[src/rtl/bram_initiator.sv]
// Burst read/write master for a single-port BRAM with active-low cs_n/wr_n/rd_n strobes.
// Define BRAM_CLEAR_ON_RESET_EN to zero the whole BRAM after reset before accepting commands.
module bram_initiator #(
    parameter int ADDR_WIDTH = 9,
    parameter int DATA_WIDTH = 8,
    parameter int LEN_WIDTH  = 4
) (
    input  logic                  clk,
    input  logic                  rst,
    input  logic                  cmd_valid,
    output logic                  cmd_ready,
    input  logic                  cmd_wr,
    input  logic [ADDR_WIDTH-1:0] cmd_addr,
    input  logic [LEN_WIDTH-1:0]  cmd_len,
    input  logic                  wd_valid,
    output logic                  wd_ready,
    input  logic [DATA_WIDTH-1:0] wd_data,
    output logic                  rd_valid,
    input  logic                  rd_ready,
    output logic [DATA_WIDTH-1:0] rd_data,
    output logic                  rd_last,
    output logic                  busy,
    output logic [ADDR_WIDTH-1:0] mem_addr,
    output logic                  mem_cs_n,
    output logic                  mem_wr_n,
    output logic                  mem_rd_n,
    output logic [DATA_WIDTH-1:0] mem_wdata,
    input  logic [DATA_WIDTH-1:0] mem_rdata
);

    typedef enum logic [2:0] {
        S_IDLE,
        S_WRITE,
        S_READ,
        S_DRAIN
`ifdef BRAM_CLEAR_ON_RESET_EN
        , S_CLEAR
`endif
    } state_t;

    localparam logic [ADDR_WIDTH-1:0] ADDR_ONE = ADDR_WIDTH'(1);
    localparam logic [LEN_WIDTH-1:0]  LEN_ONE  = LEN_WIDTH'(1);

    state_t                  state, state_next;
    logic [ADDR_WIDTH-1:0]   addr_q, addr_next, base_addr, mem_addr_next;
    logic [LEN_WIDTH-1:0]    rem_q, rem_next, base_rem;
    logic [DATA_WIDTH-1:0]   wdata_next;
    logic                    do_wr, do_rd, op_last, rd_go;

    // Read pipeline: stage 1 = strobe on the bus, stage 2 = BRAM output valid.
    logic                    rd_s1, rd_s2, last_s1, last_s2;

    logic [DATA_WIDTH-1:0]   fifo_data [4];
    logic [3:0]              fifo_last;
    logic [1:0]              wptr, rptr;
    logic [2:0]              count, occ;
    logic                    accept, wd_fire, push, pop, room;

    assign accept   = cmd_valid & cmd_ready;
    assign wd_fire  = wd_valid & wd_ready;
    assign busy     = (state != S_IDLE);
    assign rd_valid = (count != 3'd0);
    assign rd_data  = rd_valid ? fifo_data[rptr] : '0;
    assign rd_last  = rd_valid & fifo_last[rptr];
    assign push     = rd_s2;
    assign pop      = rd_valid & rd_ready;
    assign occ      = count + {2'b00, rd_s1} + {2'b00, rd_s2};
    assign room     = (occ < 3'd4);

    // NOTE: every variable gets a default before the case so no path leaves one unassigned (no latches).
    always_comb begin
        state_next    = state;
        addr_next     = addr_q;
        rem_next      = rem_q;
        mem_addr_next = mem_addr;
        wdata_next    = mem_wdata;
        do_wr         = 1'b0;
        do_rd         = 1'b0;
        op_last       = 1'b0;
        rd_go         = 1'b0;
        base_addr     = (state == S_IDLE) ? cmd_addr : addr_q;
        base_rem      = (state == S_IDLE) ? cmd_len  : rem_q;

        case (state)
            S_IDLE: begin
                if (accept) begin
                    addr_next = cmd_addr;
                    rem_next  = cmd_len;
                    if (cmd_wr) begin
                        state_next = S_WRITE;
                    end else begin
                        state_next = S_READ;
                        rd_go      = room;
                    end
                end
            end
            S_WRITE: begin
                if (wd_fire) begin
                    do_wr         = 1'b1;
                    mem_addr_next = addr_q;
                    wdata_next    = wd_data;
                    addr_next     = addr_q + ADDR_ONE;
                    rem_next      = rem_q - LEN_ONE;
                    if (rem_q == '0) state_next = S_IDLE;
                end
            end
            S_READ:  rd_go = room;
            S_DRAIN: if (!rd_s1 && !rd_s2) state_next = S_IDLE;
`ifdef BRAM_CLEAR_ON_RESET_EN
            S_CLEAR: begin
                do_wr         = 1'b1;
                mem_addr_next = addr_q;
                wdata_next    = '0;
                addr_next     = addr_q + ADDR_ONE;
                if (addr_q == '1) state_next = S_IDLE;
            end
`endif
            default: state_next = S_IDLE;
        endcase

        // The first read strobe can go out on the command handshake itself.
        if (rd_go) begin
            do_rd         = 1'b1;
            mem_addr_next = base_addr;
            op_last       = (base_rem == '0);
            addr_next     = base_addr + ADDR_ONE;
            rem_next      = base_rem - LEN_ONE;
            if (base_rem == '0) state_next = S_DRAIN;
        end
    end

    // NOTE: sequential state uses non-blocking assignments so all registers update together.
    always_ff @(posedge clk) begin
        if (rst) begin
`ifdef BRAM_CLEAR_ON_RESET_EN
            state <= S_CLEAR;
`else
            state <= S_IDLE;
`endif
            addr_q    <= '0;
            rem_q     <= '0;
            mem_addr  <= '0;
            mem_wdata <= '0;
            mem_cs_n  <= 1'b1;
            mem_wr_n  <= 1'b1;
            mem_rd_n  <= 1'b1;
            cmd_ready <= 1'b0;
            wd_ready  <= 1'b0;
            rd_s1     <= 1'b0;
            rd_s2     <= 1'b0;
            last_s1   <= 1'b0;
            last_s2   <= 1'b0;
            wptr      <= '0;
            rptr      <= '0;
            count     <= '0;
        end else begin
            state     <= state_next;
            addr_q    <= addr_next;
            rem_q     <= rem_next;
            mem_addr  <= mem_addr_next;
            mem_wdata <= wdata_next;
            mem_cs_n  <= ~(do_wr | do_rd);
            mem_wr_n  <= ~do_wr;
            mem_rd_n  <= ~do_rd;
            cmd_ready <= (state_next == S_IDLE);
            wd_ready  <= (state_next == S_WRITE);
            rd_s1     <= do_rd;
            last_s1   <= op_last;
            rd_s2     <= rd_s1;
            last_s2   <= last_s1;
            if (push) wptr <= wptr + 2'd1;
            if (pop)  rptr <= rptr + 2'd1;
            case ({push, pop})
                2'b10:   count <= count + 3'd1;
                2'b01:   count <= count - 3'd1;
                default: count <= count;
            endcase
        end
    end

    // NOTE: FIFO storage is not reset; the occupancy count alone decides what is visible.
    always_ff @(posedge clk) begin
        if (push) begin
            fifo_data[wptr] <= mem_rdata;
            fifo_last[wptr] <= last_s2;
        end
    end

endmodule

[config.mk]
export PLATFORM = sky130hd
export DESIGN_NAME = bram_initiator
export DESIGN_NICKNAME = d
export VERILOG_FILES = /design/src/rtl/bram_initiator.sv
export SDC_FILE = /design/constraint.sdc
export NUM_CORES = 1
export LEC_CHECK = 0
export ABC_CLOCK_PERIOD_IN_PS = 3200
export CORE_UTILIZATION = 24
export DETAILED_ROUTE_END_ITERATION = 10
export SLEW_MARGIN = 10
export SYNTH_ARGS = -nofsm -noshare
export SYNTH_HDL_FRONTEND = slang
export SYNTH_SLANG_ARGS = --single-unit
[constraint.sdc]
create_clock -name clk -period 3.2 [get_ports clk]
set_input_delay 0.8 -clock clk [delete_from_list [all_inputs] [get_ports clk]]
set_output_delay 0.8 -clock clk [all_outputs]
set_load 0.05 [all_outputs]
==> impl_metrics.yaml <==
synthesis:
  synth_simple_gate_area_share_pct: 19.1
  area_fraction_in_compound_gates_after_synthesis_pct: 13.1
  yosys.area.top_type: "edfxtp_1"
  synth_edf_count: 36
  muxShareOfSynthArea_pct: 6.66
  ys_ff_latch: 87
  synth.top_cells.by_area: "edfxtp_1 (25%), dfxtp_1 (24%), mux4_2 (4.7%)"
  ys_seq_area_share_pct: 49.1
  synthFlopType: "dfxtp_1"
  synth.distinct_cells: 61
  yosys_warnings: 0
  netlist_instances: 423
  synth_area_per_cell_um2: 10.1
  post_synthesis_instance_area_mm2: 0.00428
  synth_async_sr_flop_share_pct: 0
  synth_adder_area_share_pct: 3.39
  xor_and_xnor_fraction_of_the_mapped_netlist_area_pct: 4.30
  synth_top_family_by_area: "simple AND/OR/NAND/NOR gates"
  synth_fp_nets: 469
  synth_largest_type_area_fraction_pct: 25.2
floorplan:
  die-height_um: 136
  initial_utilization_pct: 24.7
  rows: 48
  num_io_pins: 68
  design.die.area_mm2: 0.0184
  chipWidth_um: 136
  design.core.area_mm2: 0.0174
pwr:
  power.density_mw_per_mm2: 473
  clockPowerShare_pct: 42.2
  peakVddDrop_v: 0.000361
  sequentialPowerShare_pct: 46.2
  netSwitchingFraction_pct: 24.6
  combinationalPowerShare_pct: 11.6
  power_leakage_uw: 0.00183
  cellInternalPower_uw: 1970
  switchingPower_uw: 642
detailed_routing:
  antenna_left: 0
  drc_errors: 0
  detail_route.wl_per_cell_um: 15.0
  vias_per_cell: 4.70
  drtPass1Iterations: 4
  routed_wl_um: 10700
  initialDrtViolationCount: 243
  vias: 3367
sta:
  maxSlewViolCount: 0
  finalSetupViolCount: 0
  worst_pin_slew_ns: 0.792
  timing_hold_violations_final: 0
  maxClockFrequency_ghz: 0.330
  timing.setup.tns_ns: 0
  timing.max_slew.rel_slack_pct: 47.2
  unrepaired_setup_endpoints_after_global_routing: "false"
  layout_min_cycle_time_ns: 3.03
  holdWs_ns: 0.447
  post-route-period-util_pct: 94.8
  clock_skew_ns: 0.00474
layout:
  nFillCells: 1743
  post_route_cells_drive_above_1_share_pct: 10.2
  mostFrequentLayoutCells: "clkdlybuf4s50_1 (66), dfxtp_1 (51), nand2_1 (50)"
  area_growth_pct: 29.0
  leading_cell_type_in_the_layout_fill_and_taps_excluded: "clkdlybuf4s50_1"
  diodes: 0
  finalNetCount: 533
setup_path:
  crit_path_max_delay_cell_type: "clkdlybuf4s50_1"
  critical_path_arrival_ns: 2.23
  setup.worst_path.class: "flip-flop to output pin"
  cp.required_ns: 2.40
  crit_path_end_kind: "output pin"
  crit_fanout: 8
  path_cells: "buf_4 -> mux4_2 -> and2_1 -> clkdlybuf4s50_1"
  start_kind: "flip-flop"
  critical_path.max_stage_delay_ns: 0.69
placed_design:
  detailedPlacementHpwl_um: 7690
  numPortBuffers: 67
  place.gp.congestion: 0.838
clocking:
  ctsHtreeMaxLevel: 3
  cts.sinks: 87
  cts_setup_buffers: 0
  number_of_gates_resized_after_cts: 0
  cts_hold_repair.buffers: 0
  cts_root_buf: "clkbuf_16"
  clkLatencyLatePin_ns: 0.34
  clkSlewWorstSetupHoldPaths_ns: 0.06
  cts_max_path_buffers: 2
  cts_tree: "built"
  cts_buffers: 9
global_routing:
  grtUsageTotal_pct: 12.3
  grt.overflow.total: 0
  number_of_antenna_violations_at_the_first_check_in_global_routing: 0
  grt_pass1_vias: 3360
  wire_length_of_the_first_global_routing_pass_um: 17400
  grt_start_max_net_pins: 28
outcome:
  outcome: "complete, no violations"
worst_hold_path:
  min-delay-path-class: "flip-flop to flip-flop"
run:
  max-cap-violations: 0
sequential cells by signal, indices dropped and copies added (netlist names), 2 cells and up, named ones only:
register / cells
fifo_data: 32
rptr: 2
rem_q: 4
mem_wdata: 8
count: 3
state: 3
wptr: 2
mem_addr: 9
addr_q: 9
fifo_last: 4
logic make-up after synthesis:
family | count (synthesis)
and+or+nand+nor | 168
DFF | 87
AOI/OAI and AO/OA | 79
buffers and inverters | 39
xor gates and xnor gates | 21
muxes | 17
adders and majority gates | 11
other | 1
Yosys cell counts (all sizes together) (4+ instances only):
library cell / n
nor3: 14
nor2: 45
xnor2: 12
buf: 12
nand2: 50
nand4: 4
xor2: 9
mux4: 9
nand3: 12
a31oi: 4
o211ai: 4
nor2b: 5
nor3b: 4
a21oi: 25
a211oi: 10
edfxtp: 36
mux2i: 6
o21ai: 9
dfxtp: 51
nand2b: 5
ha: 10
a2111oi: 5
inv: 12
clkbuf: 15
and2: 16
per-layer routing:
metal	routed length [um]	global-route usage [%]
met5	0	0
met1	4670	14.9
met2	5320	21.0
met4	160	4.68
met3	583	2.96
per-stage QoR:
stage	util [%]	power, uW	instance area [um2]	worst slack (ns)	cells
after global placement	30.0	1530	5200	0.446	701
after detailed placement	30.0	1530	5200	0.384	701
after CTS	31.8	2640	5520	0.136	717
final	31.8	2610	5520	0.166	717
after global routing	31.8	2710	5520	0.0781	717
after floorplan	-	1410	4280	0.683	423
path summary, 6_finish.rpt:
path | to | from | cells past startpoint | slack [ns]
hold / removal | last_s2 | last_s1 | 1 | 0.45
setup / recovery | rd_data[4] | flip-flop | 4 | 0.17
setup reg to reg | mem_addr[8] | state[1] | 6 | 0.77
hold reg to reg | last_s2 | last_s1 | 1 | 0.45
power by group through the flow:
stage / Combinational (uW) / Clock, uW / Sequential, uW
floorplan: 171 / 0 / 1240
global placement: 297 / 0 / 1230
detailed placement: 302 / 0 / 1230
CTS: 304 / 1130 / 1200
global route: 327 / 1170 / 1210
finish: 304 / 1100 / 1210
worst max-delay path: cells and delay by family, from the launching register on:
kind,cells,cell delay (ns)
AND/OR/NAND/NOR,1,0.17
buffers and inverters,2,0.89
flip-flops,1,0.31
multiplexers,1,0.52
layout make-up:
class	instances	area, um2	share of cell area (%)
Clock buffer	11	254	4.60
Clock inverter	5	63.8	1.16
Inverter	12	45.0	0.816
Multi-Input combinational cell	297	2000	36.2
Sequential cell	87	2100	38.1
Tap cell	225	282	5.10
Timing Repair Buffer	80	778	14.1
(Power assumes the default switching activity.)
==> patch (config.mk and constraints unchanged) <==
The parameter `ADDR_WIDTH` goes from 9 to 11.
--- a/src/rtl/bram_initiator.sv
+++ b/src/rtl/bram_initiator.sv
@@ -3,3 +3,3 @@
 module bram_initiator #(
-    parameter int ADDR_WIDTH = 9,
+    parameter int ADDR_WIDTH = 11,
     parameter int DATA_WIDTH = 8,
Ports: changed (resized cmd_addr and mem_addr); port bits go from 68 to 72. The function was not compared with the original's and may differ.
==> patch against the original RTL <==
Register-to-register slack worse by 30 ps; cell area is 5.6% higher; cell count is 6.4% higher; sequential cell count is 4 higher; first-iteration DRC count is 23% higher; worst setup slack worse by 20 ps; count of clock-buffer cells in the layout is 2 lower; sequential power is 4% higher; fmax is 0.66% lower; wire length is 14% higher; power is 2.2% higher; area after synthesis is 6.2% higher.
==> patch: results (changes against the original RTL) <==
| Metric | Value |
|---|---|
| Final hold slack | 445 ps (-1.61 ps) |
| Top post-synthesis cells by count | sky130_fd_sc_hd__dfxtp_1 (55), sky130_fd_sc_hd__nor2_1 (50), sky130_fd_sc_hd__nand2_1 (49) |
| NetSw | 0.734 mW (+14%) |
| Slew at the pin closest to its max-slew limit | 812 ps (+20.1 ps) |
| Avg Vias per Cell | 4.92 (+4.7%) |
| Synthesized net count | 508 (+8.3%) |
| Post-synth cell types | 62 (+1.6%) |
| Cell types with the largest area share after synthesis | sky130_fd_sc_hd__dfxtp_1 (24%), sky130_fd_sc_hd__edfxtp_1 (24%), sky130_fd_sc_hd__mux4_2 (4.5%) |
| Non-filler instance count after layout | 763 (+6.4%) |
| Wire length of the first global-routing pass | 19.7 mm (+13%) |
| Global-route total usage across every layer | 12.9% (+0.55 points) |
| Cell count after placement | 747 (+6.6%) |
| Share of layout cells above drive strength 1 | 10.5% (+0.32 points) |
| Number of filler instances in the final layout | 1849 (+6.1%) |
| Largest registers in the final layout | fifo_data x32, addr_q x11, mem_addr x11 |
| Total clock buffers created by CTS | 9 (unchanged) |
| Final weighted congestion in routability-driven placement | 0.896 (+6.9%) |
| Worst reg2reg path depth | 11 (+5) |
| Cell count after synthesis | 460 (+8.7%) |
| Peak supply drop | 0.000242 V (-33%) |
| R2r setup slk | 740 ps (-30 ps) |
| Sequential area share after synthesis | 48.0% (-1.1 points) |
| Layout Skew | 9.60 ps (+4.86 ps) |
| HPWL after detailed placement | 8.72 mm (+13%) |
| Run status | finished clean |
| Worst r2r dst | addr_q[10] |
| Slowest stage cell on the critical path | sky130_fd_sc_hd__clkdlybuf4s50_1 |
| Drt initial violations | 298 (+23%) |
| Number of global-route vias before repair | 3760 (+12%) |
| Dpl cell area | 5530 um2 (+6.3%) |
| Number of buffers added on ports | 71 (+6.0%) |
| Final #Nets | 577 (+8.3%) |
| Clock H-tree levels | 3 (unchanged) |
| Leakage component of the power | 2.02 nW (+10%) |
| Worst hold path cell count | 1 (unchanged) |
| Root Driver | sky130_fd_sc_hd__clkbuf_16 |
[patch: metrics by stage]
stage | util, % | worst slack, ps
after global routing | 31.9 | 75.3
final | 31.9 | 146
after CTS | 31.9 | 113
after global placement | 30.3 | 387
after detailed placement | 30.3 | 318
after floorplan | - | 813
[patch: power by group through the flow]
stage	sequential (mW)	clock [mW]	combinational (mW)
final	1.26	1.07	0.340
after global routing	1.27	1.15	0.368
after CTS	1.26	1.11	0.341
after detailed placement	1.29	0	0.339
after global placement	1.29	0	0.332
after floorplan	1.30	0	0.186
[patch: area by class of cell]
type	count	share of cell area (%)
clock inverters	7	1.27
well taps	229	4.92
repair buffers	85	14.2
flip-flops and latches	91	37.4
inverters	13	0.837
clock buffers	9	3.86
multi-input cells	329	37.5
[patch: logic make-up (layout without fill, tap and decap cells)]
group,Yosys count,after routing,synth area share [%]
buffers and inverters,40,114,3.91
and+or+nand+nor,181,181,19.3
other,1,1,0.0825
xor gates and xnor gates,23,23,4.43
AOI/OAI and AO/OA,95,95,14.6
DFF,91,91,48.0
adders and majority gates,11,11,3.19
muxes,18,18,6.47
[patch: how the worst max path moves through the flow]
| stage | start | to | depth (start not counted) |
|---|---|---|---|
| after global routing | register | rd_data[3] | 4 |
| after global placement | cmd_addr[0] | addr_q[10] | 9 |
| after floorplan | register | rd_data[0] | 3 |
| after detailed placement | cmd_addr[0] | addr_q[10] | 9 |
| final | register | rd_data[3] | 4 |
| after CTS | register | rd_data[3] | 4 |
[patch: worst reg2reg max path, stage by stage, from the launching register on]
cell,delay [ps]
sky130_fd_sc_hd__dfxtp_1,440
sky130_fd_sc_hd__nor3_2,80
sky130_fd_sc_hd__buf_4,190
sky130_fd_sc_hd__inv_2,310
sky130_fd_sc_hd__nand2_1,100
sky130_fd_sc_hd__nand2_1,100
sky130_fd_sc_hd__ha_1,330
sky130_fd_sc_hd__nand4_1,150
sky130_fd_sc_hd__nor4b_1,270
sky130_fd_sc_hd__a41oi_1,100
sky130_fd_sc_hd__xnor2_1,170
sky130_fd_sc_hd__o22ai_1,90
[patch: metal layers]
metal	track usage (%)	wire length (um)
met5	0	0
met4	4.92	326
met3	2.99	676
met2	21.2	5790
met1	16.3	5430
